<file path="src/rtl/mem_stage_pkg.sv">
// Shared widths, exception codes and bus layouts for the memory stage.
// Field order in each struct is MSB first and must match the neighbouring stages.
package mem_stage_pkg;

    localparam int unsigned ES_TO_MS_BUS_WD = 161;
    localparam int unsigned MS_TO_WS_BUS_WD = 155;
    localparam int unsigned MS_TO_DS_FWD_WD = 39;

    localparam logic [4:0] EX_INT  = 5'h00;
    localparam logic [4:0] EX_ADEL = 5'h04;
    localparam logic [4:0] EX_ADES = 5'h05;
    localparam logic [4:0] EX_SYS  = 5'h08;
    localparam logic [4:0] EX_BP   = 5'h09;
    localparam logic [4:0] EX_RI   = 5'h0a;
    localparam logic [4:0] EX_OV   = 5'h0c;

    typedef struct packed {
        logic        ex;
        logic [4:0]  exccode;
        logic        bd;
        logic [31:0] badvaddr;
        logic        eret;
        logic        mtc0;
        logic [7:0]  cp0_addr;
        logic [31:0] cp0_wdata;
        logic        res_from_cp0;
        logic        res_from_mem;
        logic [1:0]  addr_low;
        logic        lb;
        logic        lbu;
        logic        lh;
        logic        lhu;
        logic        lwl;
        logic        lwr;
        logic        gr_we;
        logic [4:0]  dest;
        logic [31:0] alu_result;
        logic [31:0] pc;
    } es_to_ms_t;

    typedef struct packed {
        logic        ex;
        logic [4:0]  exccode;
        logic        bd;
        logic [31:0] badvaddr;
        logic        eret;
        logic        mtc0;
        logic [7:0]  cp0_addr;
        logic [31:0] cp0_wdata;
        logic        res_from_cp0;
        logic [3:0]  rf_wstrb;
        logic [4:0]  dest;
        logic [31:0] final_result;
        logic [31:0] pc;
    } ms_to_ws_t;

endpackage

</file>
<file path="src/rtl/mem_stage_load_align.sv">
// Load data extraction: sign/zero extension for byte/half loads and the
// partial-word data plus byte strobe for lwl/lwr.
module mem_stage_load_align (
    input  logic [31:0] i_rdata,
    input  logic [1:0]  i_addr_low,
    input  logic        i_lb,
    input  logic        i_lbu,
    input  logic        i_lh,
    input  logic        i_lhu,
    input  logic        i_lwl,
    input  logic        i_lwr,
    output logic [31:0] o_data,
    output logic [3:0]  o_strobe
);

    logic [31:0] w_shifted;

    assign w_shifted = i_rdata >> {i_addr_low, 3'b000};

    always_comb begin
        o_data   = i_rdata;
        o_strobe = 4'b1111;
        if (i_lb) begin
            o_data = {{24{w_shifted[7]}}, w_shifted[7:0]};
        end else if (i_lbu) begin
            o_data = {24'b0, w_shifted[7:0]};
        end else if (i_lh) begin
            o_data = {{16{w_shifted[15]}}, w_shifted[15:0]};
        end else if (i_lhu) begin
            o_data = {16'b0, w_shifted[15:0]};
        end else if (i_lwl) begin
            unique case (i_addr_low)
                2'd0: begin o_data = {i_rdata[7:0], 24'b0};  o_strobe = 4'b1000; end
                2'd1: begin o_data = {i_rdata[15:0], 16'b0}; o_strobe = 4'b1100; end
                2'd2: begin o_data = {i_rdata[23:0], 8'b0};  o_strobe = 4'b1110; end
                default: begin o_data = i_rdata;             o_strobe = 4'b1111; end
            endcase
        end else if (i_lwr) begin
            unique case (i_addr_low)
                2'd0: begin o_data = i_rdata;                 o_strobe = 4'b1111; end
                2'd1: begin o_data = {8'b0, i_rdata[31:8]};   o_strobe = 4'b0111; end
                2'd2: begin o_data = {16'b0, i_rdata[31:16]}; o_strobe = 4'b0011; end
                default: begin o_data = {24'b0, i_rdata[31:24]}; o_strobe = 4'b0001; end
            endcase
        end
    end

endmodule

</file>
<file path="src/rtl/mem_stage.sv">
// Memory stage: latches the execute bus, waits for load data (with a one-entry
// read buffer for back-pressure) and presents write-back and forwarding buses.
module mem_stage
    import mem_stage_pkg::*;
(
    input  logic                       clk,
    input  logic                       reset,
    input  logic                       ws_allowin,
    output logic                       ms_allowin,
    input  logic                       es_to_ms_valid,
    input  logic [ES_TO_MS_BUS_WD-1:0] es_to_ms_bus,
    output logic                       ms_to_ws_valid,
    output logic [MS_TO_WS_BUS_WD-1:0] ms_to_ws_bus,
    input  logic [31:0]                data_sram_rdata,
    input  logic                       data_sram_data_ok,
    output logic                       ms_handle_ex,
    input  logic                       ws_handle_ex,
    output logic [MS_TO_DS_FWD_WD-1:0] ms_to_ds_fwd
);

    es_to_ms_t   r_bus;
    logic        r_ms_valid;
    logic        r_buf_valid;
    logic [31:0] r_buf_data;

    logic        w_need_data;
    logic        w_have_data;
    logic        w_ready_go;
    logic        w_handoff;
    logic [31:0] w_rdata;
    logic [31:0] w_load_data;
    logic [3:0]  w_strobe;
    logic [31:0] w_final_result;
    logic        w_fwd_we;
    logic        w_fwd_block;
    ms_to_ws_t   w_ws;

    assign w_need_data    = r_ms_valid && r_bus.res_from_mem && !r_bus.ex;
    assign w_have_data    = r_buf_valid || data_sram_data_ok;
    assign w_ready_go     = !(w_need_data && !w_have_data);
    assign ms_allowin     = !r_ms_valid || (w_ready_go && ws_allowin);
    assign ms_to_ws_valid = r_ms_valid && w_ready_go;
    assign w_handoff      = ms_to_ws_valid && ws_allowin;
    assign w_rdata        = r_buf_valid ? r_buf_data : data_sram_rdata;

    always_ff @(posedge clk) begin
        if (reset) begin
            r_ms_valid <= 1'b0;
        end else if (ws_handle_ex) begin
            r_ms_valid <= 1'b0;
        end else if (ms_allowin) begin
            r_ms_valid <= es_to_ms_valid;
        end
    end

    always_ff @(posedge clk) begin
        if (reset) begin
            r_bus <= '0;
        end else if (es_to_ms_valid && ms_allowin) begin
            r_bus <= es_to_ms_t'(es_to_ms_bus);
        end
    end

    // Only capture when the load cannot leave this cycle; later data_ok pulses are ignored.
    always_ff @(posedge clk) begin
        if (reset || w_handoff || ws_handle_ex) begin
            r_buf_valid <= 1'b0;
            r_buf_data  <= '0;
        end else if (w_need_data && data_sram_data_ok && !r_buf_valid) begin
            r_buf_valid <= 1'b1;
            r_buf_data  <= data_sram_rdata;
        end
    end

    mem_stage_load_align u_load_align (
        .i_rdata    (w_rdata),
        .i_addr_low (r_bus.addr_low),
        .i_lb       (r_bus.lb),
        .i_lbu      (r_bus.lbu),
        .i_lh       (r_bus.lh),
        .i_lhu      (r_bus.lhu),
        .i_lwl      (r_bus.lwl),
        .i_lwr      (r_bus.lwr),
        .o_data     (w_load_data),
        .o_strobe   (w_strobe)
    );

    assign w_final_result = r_bus.res_from_mem ? w_load_data : r_bus.alu_result;

    always_comb begin
        w_ws              = '0;
        w_ws.ex           = r_bus.ex;
        w_ws.exccode      = r_bus.exccode;
        w_ws.bd           = r_bus.bd;
        w_ws.badvaddr     = r_bus.badvaddr;
        w_ws.eret         = r_bus.eret;
        w_ws.mtc0         = r_bus.mtc0;
        w_ws.cp0_addr     = r_bus.cp0_addr;
        w_ws.cp0_wdata    = r_bus.cp0_wdata;
        w_ws.res_from_cp0 = r_bus.res_from_cp0;
        w_ws.rf_wstrb     = (r_bus.gr_we && !r_bus.ex) ? w_strobe : 4'b0000;
        w_ws.dest         = r_bus.dest;
        w_ws.final_result = w_final_result;
        w_ws.pc           = r_bus.pc;
    end

    assign ms_to_ws_bus = w_ws;
    assign ms_handle_ex = r_ms_valid && (r_bus.ex || r_bus.eret);

    // Partial writes and CP0 reads cannot be forwarded as a full word, so decode must stall.
    assign w_fwd_we    = r_ms_valid && r_bus.gr_we && (r_bus.dest != 5'd0);
    assign w_fwd_block = r_ms_valid && (r_bus.res_from_cp0 || r_bus.lwl || r_bus.lwr ||
                                        (w_need_data && !w_have_data));
    assign ms_to_ds_fwd = {w_fwd_we, w_fwd_block, r_bus.dest, w_final_result};

endmodule

</file>
<file path="config.mk">
export PLATFORM = sky130hd
export DESIGN_NAME = mem_stage
export DESIGN_NICKNAME = d
export VERILOG_FILES = /design/src/rtl/mem_stage_pkg.sv /design/src/rtl/mem_stage_load_align.sv /design/src/rtl/mem_stage.sv
export SDC_FILE = /design/constraint.sdc
export NUM_CORES = 1
export LEC_CHECK = 0
export BUFFER_PORTS_ARGS = -buffer_cell sky130_fd_sc_hd__buf_2
export CAP_MARGIN = 20
export CORE_UTILIZATION = 40
export CTS_CLUSTER_DIAMETER = 50
export DETAILED_ROUTE_END_ITERATION = 16
export PLACE_DENSITY = 0.77
export SYNTH_ARGS = -nofsm -noshare
export SYNTH_HDL_FRONTEND = slang
export SYNTH_SLANG_ARGS = --single-unit
</file>
<file path="constraint.sdc">
create_clock -name clk -period 2.85 [get_ports clk]
set_input_delay 0 -clock clk [delete_from_list [all_inputs] [get_ports clk]]
set_output_delay 0 -clock clk [all_outputs]
set_load 0.005 [all_outputs]
</file>
# --- After elaboration in Yosys (flattened, before gate mapping) ---
# Cells that the tools add are included.
word_totals:
  elab_cells: 76
  output_inout_bits: 197
  reg_bits: 195
classes:
  n_mux: 19
  n_reduce_logical: 30
  shifts: 1
  n_eq_ne: 2
ops:
  columns: ["operator", "count"]
  rows:
  - ["$mux 32", 8]
  - ["$pmux 32 s3", 2]
  - ["$shr 32x5->16", 1]
  - ["$mux 4", 7]
  - ["$logic_and 1x1->1", 14]
  - ["$pmux 4 s3", 1]
  - ["$pmux 3 s3", 1]
  - ["$logic_or 1x1->1", 8]
  - ["$logic_not 1->1", 5]
  - ["$reduce_bool 5->1", 1]
  - ["$eq 2x1->1 const B", 1]
  - ["$eq 2x2->1 const B", 1]
  - ["$logic_not 2->1", 1]
  - ["$reduce_or 2->1", 1]

# --- Depth between registers and ports, before layout ---
depth:
  word_depth: 9
  depth_mapped: 9
  ltp_nobuf: 5

# --- Hierarchy ---
# A second synthesis with hierarchy kept.
hier_totals:
  hier_cells: 1400
  area_unflattened_um2: 12545.8
modules_own_cells:
  columns: ["mod", "n_inst", "area_per_inst_um2", "cells_per_inst"]
  rows:
  - ["mem_stage", 1, 10630.2, 1101]
  - ["mem_stage_load_align", 1, 1915.6, 299]

# --- Worst setup path before layout ---
# No wires, ideal clock.
synth_timing:
  kind: "reg2out"
  startpoint: "register r_buf_valid"
  endpoint: "output ms_to_ws_bus[47]"
  path_slack_ns: 0.831
  path_stages_with_launch: 8
  n_path_buf: 2
  required_time_ns: 2.850
  arrival_time_ns: 2.019
  path_cell_list: "dfxtp_1 > buf_6 > mux2_4 > mux4_2 > nand2_2 > nand2_4 > o32a_1 > buf_4"
synth_via:
  elab_chain_len: 9
  elab_cells_between_ends: 11
synth_lines:
  columns: ["element", "line", "source"]
  rows:
  - ["start, declared", "mem_stage.sv:23", "logic r_buf_valid;"]
  - ["start signal, assigned", "mem_stage.sv:67", "r_buf_valid <= 1'b0;"]
  - ["start signal, assigned", "mem_stage.sv:70", "r_buf_valid <= 1'b1;"]
  - ["$mux 32 *", "mem_stage.sv:44", "assign w_rdata = r_buf_valid ? r_buf_data : data_sram_rdata;"]
  - ["parallel branches: the longest is 6 deep, another holds $shr 32x5->16", null, null]
  - ["$mux 32 *", "mem_stage_load_align.sv:23", "if (i_lb) begin"]
  - ["$mux 32 *", "mem_stage.sv:88", "assign w_final_result = r_bus.res_from_mem ? w_load_data : r_bus.alu_result;"]
  - ["end, declared", "mem_stage.sv:13", "output logic [MS_TO_WS_BUS_WD-1:0] ms_to_ws_bus,"]
# Every way passes the cells marked *.

# --- Worst setup path in the final report ---
layout_timing:
  startpoint: "register r_buf_valid"
  endpoint: "output ms_to_ws_bus[52]"
layout_via:
  elab_chain_len: 9
  elab_cells_between_ends: 11
layout_lines:
  columns: ["element", "line", "source"]
  rows:
  - ["$mux 32 *", "mem_stage.sv:44", null]
  - ["$pmux 32 s3", "mem_stage_load_align.sv:39", "unique case (i_addr_low)"]
  - ["$mux 32", "mem_stage_load_align.sv:38", "end else if (i_lwr) begin"]
  - ["$mux 32", "mem_stage_load_align.sv:31", "end else if (i_lwl) begin"]
  - ["$mux 32", "mem_stage_load_align.sv:29", "end else if (i_lhu) begin"]
  - ["$mux 32", "mem_stage_load_align.sv:27", "end else if (i_lh) begin"]
  - ["$mux 32", "mem_stage_load_align.sv:25", "end else if (i_lbu) begin"]
  - ["$mux 32 *", "mem_stage_load_align.sv:23", null]
  - ["$mux 32 *", "mem_stage.sv:88", null]
# Mark *: on every way between the ends. The rest lies on a longest branch, timed or not.

==> impl_results.md <==
* Yosys warns at 0
* CTS tree: yes
* Mapped Cells at 1359
* Sequential share of power at 0.418
* Later-pin clock latency in the skew report at about 0.45 ns
* Worst-path clk slew at approximately 0.08 ns
* Slew @ Worst Pin at about 0.85 ns
* LEAKAGE at ~6.3 nW
* Switch Pwr at 0.00225 W
* Placed instance area at 0.0115 mm^2
* Status: finished clean
* Critical path peak fanout at 15
* Via count at ~11000
* Initial DRC count at between 1000 and 1500
* Clock root cell: clkbuf_16
* Sw frac at 0.319
* P_int at about 0.0048 W
* Slew Viols, Final at 0
* R2r endpoint: ms_to_ws_bus[30]
* Synth async-reset ratio at 0
* Final hold slack at between 0.08 and 0.09 ns
* Synth-to-layout area growth at 35.7%
* Max cap viols at 0
* Fillers at ~2300
* Core Util, Final at 0.558
* Final Hold Fails at 0
* Slew HR at 0.433
* Num rows at 58
* Deepest level of the CTS H-tree at 4
* WP data required at approximately 2.9 ns
* Period utilisation layout at 0.965
* Setup CP Type: reg2out
* Post-Syn Area at between 0.01 and 0.015 mm^2
* Vias in the first global route at approximately 11000
* Synth cell types at between 50 and 60
* Crit. End Element: output pin
* Final WL at 39100 um
* Port Buffers at slightly below 400
* Most frequent cells in the layout: 407 x nand2_1, 394 x buf_2, 231 x a21oi_1
* Setup-failing EPs final at 0
* TNS Setup at 0 ns
* Reg-to-Reg Start: r_buf_valid
* Worst R2R Setup Slack at 0.56 ns
* DR WL/cell at around 19 um
* IO Count at about 400
* Final net count at 1947
* PwrDens at approximately 500 mW/mm^2
* Dpl hpwl at between 20000 and 30000 um
* Std-Cell Core Area at roughly 0.025 mm^2
* Post-synth EDFFs at 0
* Most common cell after layout, fill and taps aside: nand2_1
* Most used flip-flop cell after synthesis: dfxtp_1
* Clock power share at 0.370
* RSZ-0062 raised after global routing: false
* CP startpoint: r_buf_valid
* WP data arrival at roughly 2.8 ns
* TritonRoute pass-1 iters at 6
* Critical path destination: ms_to_ws_bus[52]
* Avg Inst Size Synth at 7.71 um^2
* Initial antenna violation count at 1
* Cts bufs inserted at 17
* Syn_nets at about 1600
* Die footprint at approximately 0.027 mm^2
* Die W at 164 um
* Layout cells sized above 1 at 0.300
* Clk_skew at approximately 0.022 ns
* Clock Sinks at between 150 and 200
* Starting Density at 0.412
* Final instance area at around 0.014 mm^2
* Chip height at 164 um
* Tightest Hold Check Type: in2reg
* Reg2reg path depth at 6
* Fmax at 364 MHz
* First-pass GRT wire length at 58800 um
* Logic pwr share at 0.212
* DRC Markers at 0
* Seq/Total Area, Yosys at 0.372
* GRT Total Usage at 0.283
* Total grt overflow at 0
* Max Root-Sink Buffers at 2
* VDD IR-drop max at around 0.37 mV
* Vias per cell at roughly 5.3
* Tmin final at around 2.8 ns
* Routed Antenna Nets at 0
* Critical Path Source Type: flip-flop
* GP Congestion at a little under 1
* #FFs+latches synth at slightly below 200
* Largest net degree at the start of global routing at around 160
## how the worst min path moves through the flow
stage / startpoint / to / slack [ns] / cells past startpoint
final: reset / r_buf_data[3] / 0.08 / 3
after global routing: reset / r_buf_data[7] / 0.09 / 3
after CTS: es_to_ms_valid / r_bus[76] / 0.17 / 4
after detailed placement: es_to_ms_bus[64] / ms_to_ds_fwd[32] / 0.25 / 3
after global placement: es_to_ms_bus[109] / ms_to_ws_bus[103] / 0.24 / 3
after floorplan: ws_handle_ex / r_ms_valid / 0.08 / 1
## critical path, stage by stage (launching register included)
cell and delay (ns):
dfxtp_2 0.47, mux2_2 0.43, mux4_2 0.53, nand2_2 0.13
and2_4 0.27, o21ai_0 0.27, buf_2 0.21
## Yosys cell counts (11+ instances only)
master / n / area (um^2)
a21oi_1: 231 / 1160
buf_2: 32 / 160
buf_4: 159 / 1190
clkbuf_1: 57 / 214
dfxtp_1: 195 / 3900
mux2_2: 33 / 372
mux2i_1: 15 / 150
mux4_2: 11 / 248
nand2_1: 408 / 1530
nor2_1: 42 / 158
o21ai_0: 15 / 75.1
## per-layer routing
| layer | GRT usage | vias to the layer above | wire (um) |
|---|---|---|---|
| met5 | 0 | - | 0 |
| met4 | 0.139 | 0 | 1650 |
| met3 | 0.0510 | 106 | 2420 |
| met2 | 0.500 | 571 | 19900 |
| met1 | 0.329 | 5260 | 15100 |
| li1 | - | 5221 | - |
## flip-flops by register name, indices dropped and copies added, names as in the netlist
register	count
ms_to_ds_fwd	5
ms_to_ws_bus	114
r_buf_data	32
r_buf_valid	1
r_bus	42
r_ms_valid	1
## cells by family (layout without fill, tap and decap cells)
group	after synthesis	in the layout	share of synthesized area
simple gates	503	503	0.195
other cells	0	1	0
flops	195	195	0.372
compound gates	335	335	0.187
mux	65	65	0.0874
buf+inv	261	663	0.159
## power groups by stage
stage / Sequential (W) / Combinational [W] / Clock [W]
after floorplan: 0.00297 / 0.000862 / 0
after global placement: 0.00300 / 0.00122 / 0
after detailed placement: 0.00301 / 0.00123 / 0
after CTS: 0.00294 / 0.00145 / 0.00265
after global routing: 0.00296 / 0.00162 / 0.00277
final: 0.00295 / 0.00150 / 0.00261
## stage by stage
step | setup WS, ns | std cells | power (W)
5_1_grt | 0.00789 | 2092 | 0.00735
4_1_cts | 0.103 | 2085 | 0.00704
2_1_floorplan | 0.831 | 1359 | 0.00384
3_3_place_gp | 0.449 | 1857 | 0.00422
3_5_place_dp | 0.451 | 1857 | 0.00424
6_report | 0.0993 | 2092 | 0.00706
## area by class of cell
type | instances | area (um^2) | share of cell area
inverter | 5 | 18.8 | 0.00132
tap | 330 | 413 | 0.0290
sequential | 195 | 3910 | 0.275
antenna | 1 | 2.50 | 0.000176
timing repair buffer | 626 | 4300 | 0.302
clock buffer | 17 | 425 | 0.0299
clock inverter | 15 | 211 | 0.0149
multi-input combinational | 903 | 4940 | 0.347
## repair_timing
| item | 4_1_cts | 5_1_grt |
|---|---|---|
| buffers inserted | 0 | 5 |
| pin swaps | 0 | 1 |
| gates cloned | 0 | 0 |
| resized for setup | 4 | 5 |
| hold endpoints to repair | 195 | 0 |
| endpoints found under the setup margin | 14 | 10 |
| hold buffers | 196 | 0 |
(Power assumes the default switching activity.)
